## src/rtl/t01_ai_move_executor.sv

```systemverilog
// t01_ai_move_executor: drives rotate/shift/drop commands until the falling piece reaches a chosen placement.
// Define T01_AI_MOVE_TIMEOUT_EN to enable the cmd_ack watchdog (ACK_TIMEOUT cycles).
module t01_ai_move_executor #(
    parameter int GAP         = 2,
    parameter int ACK_TIMEOUT = 255
) (
    input  logic       clk_i,
    input  logic       rst_ni,
    input  logic       start_i,
    input  logic [1:0] target_rot_i,
    input  logic [3:0] target_x_i,
    input  logic [1:0] piece_rot_i,
    input  logic [3:0] piece_x_i,
    input  logic       cmd_ack_i,
    output logic       cmd_rotate_o,
    output logic       cmd_left_o,
    output logic       cmd_right_o,
    output logic       cmd_drop_o,
    output logic       busy_o,
    output logic       done_o,
    output logic       error_o
);
    typedef enum logic [2:0] {IDLE, ROTATE, SHIFT, DROP, GAP_WAIT, FINISH} state_t;
    state_t     state_q, ret_q;
    logic [1:0] tgt_rot_q;
    logic [3:0] tgt_x_q, issue_x_q, sh_cnt_q;
    logic [2:0] rot_cnt_q, gap_cnt_q;
    logic       chk_q, rot_q, left_q, right_q, drop_q, done_q, err_q;
`ifdef T01_AI_MOVE_TIMEOUT_EN
    logic [7:0] wd_q;
`endif
    logic       any_cmd_d, rot_need_d, rot_err_d, sh_err_d, sh_drop_d, sh_left_d, sh_right_d;

    // Shift decision is shared so a settled rotation can fall straight through to it.
    always_comb begin
        any_cmd_d  = rot_q | left_q | right_q | drop_q;
        rot_need_d = piece_rot_i != tgt_rot_q;
        rot_err_d  = rot_need_d && rot_cnt_q == 3'd3;
        sh_err_d   = piece_x_i != tgt_x_q && ((chk_q && piece_x_i == issue_x_q) || sh_cnt_q == 4'd10);
        sh_drop_d  = piece_x_i == tgt_x_q || sh_err_d;
        sh_left_d  = !sh_drop_d && piece_x_i > tgt_x_q;
        sh_right_d = !sh_drop_d && piece_x_i < tgt_x_q;
    end

    always_ff @(posedge clk_i or negedge rst_ni) begin
        if (!rst_ni) begin
            state_q   <= IDLE;
            ret_q     <= ROTATE;
            tgt_rot_q <= '0;
            tgt_x_q   <= '0;
            issue_x_q <= '0;
            sh_cnt_q  <= '0;
            rot_cnt_q <= '0;
            gap_cnt_q <= '0;
            chk_q     <= 1'b0;
            rot_q     <= 1'b0;
            left_q    <= 1'b0;
            right_q   <= 1'b0;
            drop_q    <= 1'b0;
            done_q    <= 1'b0;
            err_q     <= 1'b0;
`ifdef T01_AI_MOVE_TIMEOUT_EN
            wd_q      <= '0;
`endif
        end else begin
            done_q <= 1'b0;
            case (state_q)
                IDLE: if (start_i) begin
                    tgt_rot_q <= target_rot_i;
                    tgt_x_q   <= target_x_i > 4'd9 ? 4'd9 : target_x_i;
                    err_q     <= 1'b0;
                    rot_cnt_q <= '0;
                    sh_cnt_q  <= '0;
                    chk_q     <= 1'b0;
                    state_q   <= ROTATE;
                end
                ROTATE, SHIFT: begin
                    if (any_cmd_d) begin
                        if (cmd_ack_i) begin
                            rot_q     <= 1'b0;
                            left_q    <= 1'b0;
                            right_q   <= 1'b0;
                            gap_cnt_q <= '0;
                            ret_q     <= state_q;
                            state_q   <= GAP_WAIT;
                            if (rot_q) rot_cnt_q <= rot_cnt_q + 3'd1;
                            else sh_cnt_q <= sh_cnt_q + 4'd1;
                        end
                    end else if (state_q == ROTATE && rot_need_d && !rot_err_d) begin
                        rot_q <= 1'b1;
                    end else begin
                        if (state_q == ROTATE && rot_err_d) err_q <= 1'b1;
                        if (sh_drop_d) begin
                            drop_q  <= 1'b1;
                            state_q <= DROP;
                            if (sh_err_d) err_q <= 1'b1;
                        end else begin
                            left_q    <= sh_left_d;
                            right_q   <= sh_right_d;
                            issue_x_q <= piece_x_i;
                            chk_q     <= 1'b1;
                            state_q   <= SHIFT;
                        end
                    end
                end
                DROP: if (cmd_ack_i) begin
                    drop_q  <= 1'b0;
                    done_q  <= 1'b1;
                    state_q <= FINISH;
                end
                GAP_WAIT: begin
                    if (gap_cnt_q == 3'(GAP - 1)) state_q <= ret_q;
                    else gap_cnt_q <= gap_cnt_q + 3'd1;
                end
                FINISH: state_q <= IDLE;
                default: state_q <= IDLE;
            endcase
`ifdef T01_AI_MOVE_TIMEOUT_EN
            // Watchdog overrides the normal transition when the game never acknowledges.
            if (any_cmd_d && !cmd_ack_i) begin
                if (wd_q == 8'(ACK_TIMEOUT - 1)) begin
                    rot_q   <= 1'b0;
                    left_q  <= 1'b0;
                    right_q <= 1'b0;
                    drop_q  <= 1'b0;
                    err_q   <= 1'b1;
                    done_q  <= 1'b1;
                    wd_q    <= '0;
                    state_q <= FINISH;
                end else begin
                    wd_q <= wd_q + 8'd1;
                end
            end else begin
                wd_q <= '0;
            end
`endif
        end
    end

    assign cmd_rotate_o = rot_q;
    assign cmd_left_o   = left_q;
    assign cmd_right_o  = right_q;
    assign cmd_drop_o   = drop_q;
    assign busy_o       = state_q != IDLE;
    assign done_o       = done_q;
    assign error_o      = err_q;
endmodule

```

## config.mk

```make
export PLATFORM = sky130hd
export DESIGN_NAME = t01_ai_move_executor
export DESIGN_NICKNAME = d
export VERILOG_FILES = /design/src/rtl/t01_ai_move_executor.sv
export SDC_FILE = /design/constraint.sdc
export NUM_CORES = 1
export LEC_CHECK = 0
export CAP_MARGIN = 20
export CORE_MARGIN = 2
export CORE_UTILIZATION = 40
export DETAILED_ROUTE_END_ITERATION = 10
export DONT_BUFFER_PORTS = 1
export PLACE_DENSITY = 0.63
export SETUP_SLACK_MARGIN = 0.4
export SYNTH_ARGS = -nofsm -noshare
export SYNTH_HDL_FRONTEND = slang
export SYNTH_SLANG_ARGS = --single-unit
```

## constraint.sdc

```tcl
create_clock -name clk_i -period 4.8 [get_ports clk_i]
set_input_delay 0.48 -clock clk_i [delete_from_list [all_inputs] [get_ports clk_i]]
set_output_delay 0.48 -clock clk_i [all_outputs]
set_load 0.05 [all_outputs]
```

==> impl_metrics.toml, run 1 <==
[outcome]
outcome = "finished, final reports clean"

[grt]
antenna_found_initial = 0
grt-ovfl-total = 0
track_usage_pct = 16.1
grt_max_degree = 33
grt_pass1_vias = 1331
grt_pass1_wl_um = 6330

[cts]
cts_buffers = 5
clk_pin_slew_ns = 0.07
htree_levels = 2
clock-sinks = 33
clockRootBuffer = "clkbuf_8"
clock_latency_ns = 0.29
clockBufferDepth = 2
cts_tree = "yes"

[yosys]
syn_nets = 220
synth_top_area_cell = "dfrtp_1"
ys_types = 43
synth_most_common_cell = "dfrtp_1"
syn_avg_cell_area_um2 = 9.46
ys_top_cells_by_area = "dfrtp_1, ha_1, o21ai_0, nand2_1, inv_1"
yosys-top-cells-count = "dfrtp_1, o21ai_0, nand2_1"
syn-cell-area_mm2 = 0.00184
synth_edf_count = 0
synth_warnings = 0
synth_flop_cell = "dfrtp_1"
seq_area_frac_synth_pct = 45.1
synthCells = 194
async_flop_share_pct = 100
synth_top_area_share_pct = 43.6
ys_ff_latch = 33

[place]
placed_cell_area_mm2 = 0.00188
dp.cells = 241
dp_hpwl_um = 2710
gp_congestion = 0.842
io_buffers = 0

[sta]
setup_tns_ns = 0
tightest_slew_ns = 0.646
finalSetupViolCount = 0
timing.slew.headroom_pct = 57.0
fin_worst_skew_ns = 0.00547
max_freq_mhz = 418
drv_slew = 0
period_needed_ns = 2.39
rsz0062_at_grt = "no"
hold_viol = 0
fin_crit_sh_pct = 49.9

[die]
io_pins = 23
dieWidth_um = 71.7
core-area_mm2 = 0.00438
dieArea_mm2 = 0.00515
std_cell_rows = 24
initial_core_util_pct = 41.9
die_y_um = 71.7

[critical_path]
worstSetupPathType = "flop to flop"
cp-start-kind = "flop"
required_ns = 4.97
crit_path_top_delay_cell = "or4_4"
rr_startpoint = "cmd_rotate_o"
reg2reg_slack_ns = 2.41
rr_worst_depth = 5
worstReg2RegEnd = "state_q[1]"
crit_buf_inv = 0
crit_path_start = "cmd_rotate_o"
cpPeakStageDelay_ns = 0.65
cp_max_fo = 7
crit_path_end_kind = "flop"
cp_cell_sequence = "or4_4, nor2_2, or4b_4, o311a_4, mux2_4"
cp_top_family = "simple AND/OR/NAND/NOR gates"
critPathArrivalTime_ns = 2.57

[detailed_routing]
drt_iter0_markers = 74
drt_wl_total_um = 3680
vias = 1350
firstDrtPassIters = 4
post_drt_wl_per_cell_um = 14.7
antenna_left = 0
vias_per_cell = 5.40
route.detailed.drc = 0

[pwr]
p_leak_nw = 0.912
p_per_area_mw_per_mm2 = 478
vdd_drop_max_mv = 0.204

[finish]
areaGrowthSynthToFinish_pct = 8.11
n_fill_cell = 435
drive_above_1_share_pct = 10.1
fin_nets = 223
final_cell_area_mm2 = 0.00198
fin_cells = 250
diodes = 0

[min_path]
hold_path.class = "input port to async pin"

[flow_run]
max_cap_violations = 0
## kinds of logic after synthesis
| logic type | synth area share, % |
|---|---|
| AOI/OAI and AO/OA | 17.2 |
| muxes | 3.82 |
| DFF | 45.1 |
| xor gates and xnor gates | 3.34 |
| adders and majority gates | 7.36 |
| buffers and inverters | 4.36 |
| and+or+nand+nor | 18.8 |
## final cells by class
| cell class | count | area (um2) | share of cell area [%] |
|---|---|---|---|
| repair buffers | 1 | 20.0 | 1.01 |
| multi-input cells | 140 | 928 | 46.8 |
| clock buffers | 7 | 76.3 | 3.85 |
| clock inverters | 1 | 7.51 | 0.378 |
| inverters | 16 | 60.1 | 3.03 |
| well taps | 52 | 65.1 | 3.28 |
| flip-flops and latches | 33 | 827 | 41.7 |
## routing by layer
layer	track usage, %	up-vias	wire (um)
li1	-	685	-
met5	0	-	0
met2	23.8	29	1640
met1	21.3	628	1740
met4	7.55	0	77
met3	5.20	8	226
## worst max-delay path by stage
stage,endpoint,slack [ns],cells past startpoint
after detailed placement,state_q[1],2.41,5
after CTS,state_q[1],2.41,5
after global placement,state_q[1],2.44,5
after floorplan,state_q[1],2.51,5
final,state_q[1],2.41,5
after global routing,issue_x_q[1],2.24,5
## sequential cells by signal, indices dropped and copies added (netlist names)
| name | cells |
|---|---|
| tgt_rot_q | 2 |
| state_q | 3 |
| tgt_x_q | 4 |
| error_o | 1 |
| chk_q | 1 |
| cmd_right_o | 1 |
| issue_x_q | 4 |
| cmd_rotate_o | 1 |
| cmd_left_o | 1 |
| cmd_drop_o | 1 |
| ret_q | 3 |
| done_o | 1 |
| rot_cnt_q | 3 |
| gap_cnt_q | 3 |
| sh_cnt_q | 4 |
## worst register-to-register path, stage by stage, from the launching register on
cell	delay [ns]
dfrtp_1	0.63
or4_4	0.66
nor2_2	0.08
or4b_4	0.46
o311a_4	0.15
mux2_4	0.30
## power by group
part / total, mW / leakage (nW) / internal, mW / switching [mW]
combinational: 0.345 / 0.440 / 0.135 / 0.210
sequential: 0.400 / 0.433 / 0.337 / 0.0623
clock: 0.203 / 0.0385 / 0.102 / 0.101
## cells in the final DEF, fill, tap and decap left out, drive strengths merged, types with 3 or more instances in the layout
cell / n
nor3: 5
and2: 3
inv: 16
clkbuf: 7
a31oi: 3
nor2: 7
dfrtp: 32
nand3b: 3
mux2: 5
nand3: 9
xnor2: 5
o21ai: 24
a21oi: 7
ha: 10
a22o: 4
nor2b: 3
nand2: 23
nand2b: 5
## repair_timing
item,CTS,global route
resized for setup,0,0
hold buffers,1,0
endpoints found under the hold margin,32,0
buffers inserted,0,0
## through the flow
step	utilization (%)	power (mW)	setup slack, ns	hold slack [ns]
CTS	45.3	0.958	2.41	0.0174
floorplan	-	0.673	2.51	0.184
detailed placement	42.9	0.744	2.41	0.185
global placement	42.9	0.737	2.44	0.185
global route	45.3	1.03	2.24	0.0119
finish	45.3	0.948	2.41	0.0134
Note: power is estimated with default switching activity, not from simulation.
==> run 2, diff against run 1 <==
ABC_AREA = 1   (was default)
clock period = 2.5 ns   (was 4.8 ns; I/O delays follow)
==> impl_metrics.toml, run 2 <==
[yosys]
syn_avg_cell_area_um2 = 7.51
synth_flop_cell = "dfrtp_1"
synth_warnings = 0
seq_area_frac_synth_pct = 44.6
async_flop_share_pct = 100
synth_top_area_share_pct = 43.2
ys_top_cells_by_area = "dfrtp_1, nand2_1, ha_1, inv_1, nor2_1"
ys_types = 23
synth_edf_count = 0
synth_most_common_cell = "nand2_1"
yosys-top-cells-count = "nand2_1, inv_1, dfrtp_1"
synthCells = 247
ys_ff_latch = 33
syn_nets = 273
syn-cell-area_mm2 = 0.00185
synth_top_area_cell = "dfrtp_1"

[critical_path]
crit_path_end_kind = "flop"
critPathArrivalTime_ns = 1.86
cp-start-kind = "flop"
worstSetupPathType = "flop to flop"
required_ns = 2.67
cp_max_fo = 6
reg2reg_slack_ns = 0.82

[sta]
finalSetupViolCount = 0
drv_slew = 0
rsz0062_at_grt = "no"
setup_slack_ns = 0.817
fin_worst_skew_ns = 0.00363
timing.slew.headroom_pct = 66.6
tightest_slew_ns = 0.500
hold_viol = 0
period_needed_ns = 1.68
setup_tns_ns = 0
max_freq_mhz = 594
fin_crit_sh_pct = 67.3

[place]
placed_cell_area_mm2 = 0.00196
io_buffers = 0
gp_congestion = 0.825
place_worst_setup_slack_ns = 0.809
dp_hpwl_um = 2820

[grt]
grt_max_degree = 34
grt_pass1_wl_um = 6410
grt-ovfl-total = 0
grt_pass1_vias = 1461
antenna_found_initial = 0
track_usage_pct = 16.1

[pwr]
total_power_mw = 0.963
share_comb_of_total_power_pct = 3.1
p_int_mw = 0.763
seqPwrFrac_pct = 55.4
swShare_pct = 20.8
p_clk_share_pct = 41.4
p_leak_nw = 1.14
switchingPower_mw = 0.201
p_per_area_mw_per_mm2 = 465
vdd_drop_max_mv = 0.218

[detailed_routing]
route.detailed.drc = 0
vias_per_cell = 4.84
antenna_left = 0
post_drt_wl_per_cell_um = 11.8
vias = 1514
firstDrtPassIters = 4
drt_wl_total_um = 3690
drt_iter0_markers = 109

[min_path]
hold_path.class = "input port to flop"

[finish]
final_common_cell = "nand2_1"
areaGrowthSynthToFinish_pct = 11.8
final_cell_area_mm2 = 0.00207
drive_above_1_share_pct = 9.20
reg.largest.list = "issue_x_q: 4 flops, sh_cnt_q: 4 flops, tgt_x_q: 4 flops"
fin_nets = 287
final_cell_mix = "nand2_1, inv_1, dfrtp_1"
diodes = 0

[die]
dieArea_mm2 = 0.00520
io_pins = 23
std_cell_rows = 24
initial_core_util_pct = 42.0
die_y_um = 72.1
core-area_mm2 = 0.00441
dieWidth_um = 72.1

[flow_run]
max_cap_violations = 0

[cts]
htree_levels = 2
clockBufferDepth = 2
clk_pin_slew_ns = 0.06
clockRootBuffer = "clkbuf_8"
clock-sinks = 33
cts_tree = "yes"
cts_buffers = 5
clock_latency_ns = 0.28

[outcome]
outcome = "finished, final reports clean"
run 2: timing repair:
item / 4_1_cts / 5_1_grt
endpoints found under the hold margin: 33 / 0
buffers inserted: 0 / 0
resized for setup: 0 / 0
hold buffers: 2 / 0
run 2: final cells by class:
cell class                      instances  area [um2]
Timing Repair Buffer                    7        67.6
Fill cell                             435        2340
Multi-Input combinational cell        179         896
Inverter                               35         131
Clock buffer                            7        86.3
Sequential cell                        33         827
Tap cell                               52        65.1
run 2: kinds of logic (layout without fill, tap and decap cells):
logic type	after synthesis	in the layout	share of synthesized area, %
compound gates	27	27	8.23
fa+ha+maj	10	10	6.75
simple gates	137	137	31.0
xor+xnor	5	5	2.36
flops	33	33	44.6
buf+inv	35	49	7.09
run 2: per-stage QoR:
stage | hold slack (ns) | utilization (%) | instances
global placement | -0.0447 | 44.3 | 304
floorplan | -0.0456 | - | 247
finish | 0.0809 | 47.0 | 313
global route | 0.0818 | 47.0 | 313
CTS | 0.0809 | 47.0 | 313
detailed placement | -0.0449 | 44.3 | 304
run 2: routing by layer:
layer | global-route usage, % | up-vias | part of all wire, % | wire, um
met2 | 23.2 | 34 | 44 | 1630
met4 | 9.22 | 0 | 1.5 | 54
met3 | 4.86 | 4 | 6.1 | 225
met5 | 0 | - | 0 | 0
met1 | 21.3 | 680 | 48 | 1780
li1 | - | 796 | - | -
run 2: critical path: stages (launching register included):
cell     delay (ns)
dfrtp_1        0.45
nor2_1         0.21
nand2_1        0.07
buf_4          0.20
o21ai_1        0.21
nor2_1         0.09
nand2_1        0.13
inv_1          0.09
nand3_1        0.07
o21ai_1        0.06
run 2: final timing paths:
check,endpoint,start,cells past startpoint
max,sh_cnt_q[2],state_q[1],9
min,tgt_rot_q[0],target_rot_i[0],2
max reg2reg,sh_cnt_q[2],state_q[1],9
min reg2reg,ret_q[0],ret_q[0],2
max in group asynchronous,ret_q[0],rst_ni,2
min in group asynchronous,tgt_x_q[0],rst_ni,2
run 2: power by group through the flow:
stage | Clock [mW] | Combinational [mW] | Sequential (mW)
3_5_place_dp | 0 | 0.0151 | 0.544
2_1_floorplan | 0 | 0.0129 | 0.544
4_1_cts | 0.414 | 0.0315 | 0.534
6_report | 0.399 | 0.0301 | 0.534
5_1_grt | 0.436 | 0.0350 | 0.534
3_3_place_gp | 0 | 0.0150 | 0.544
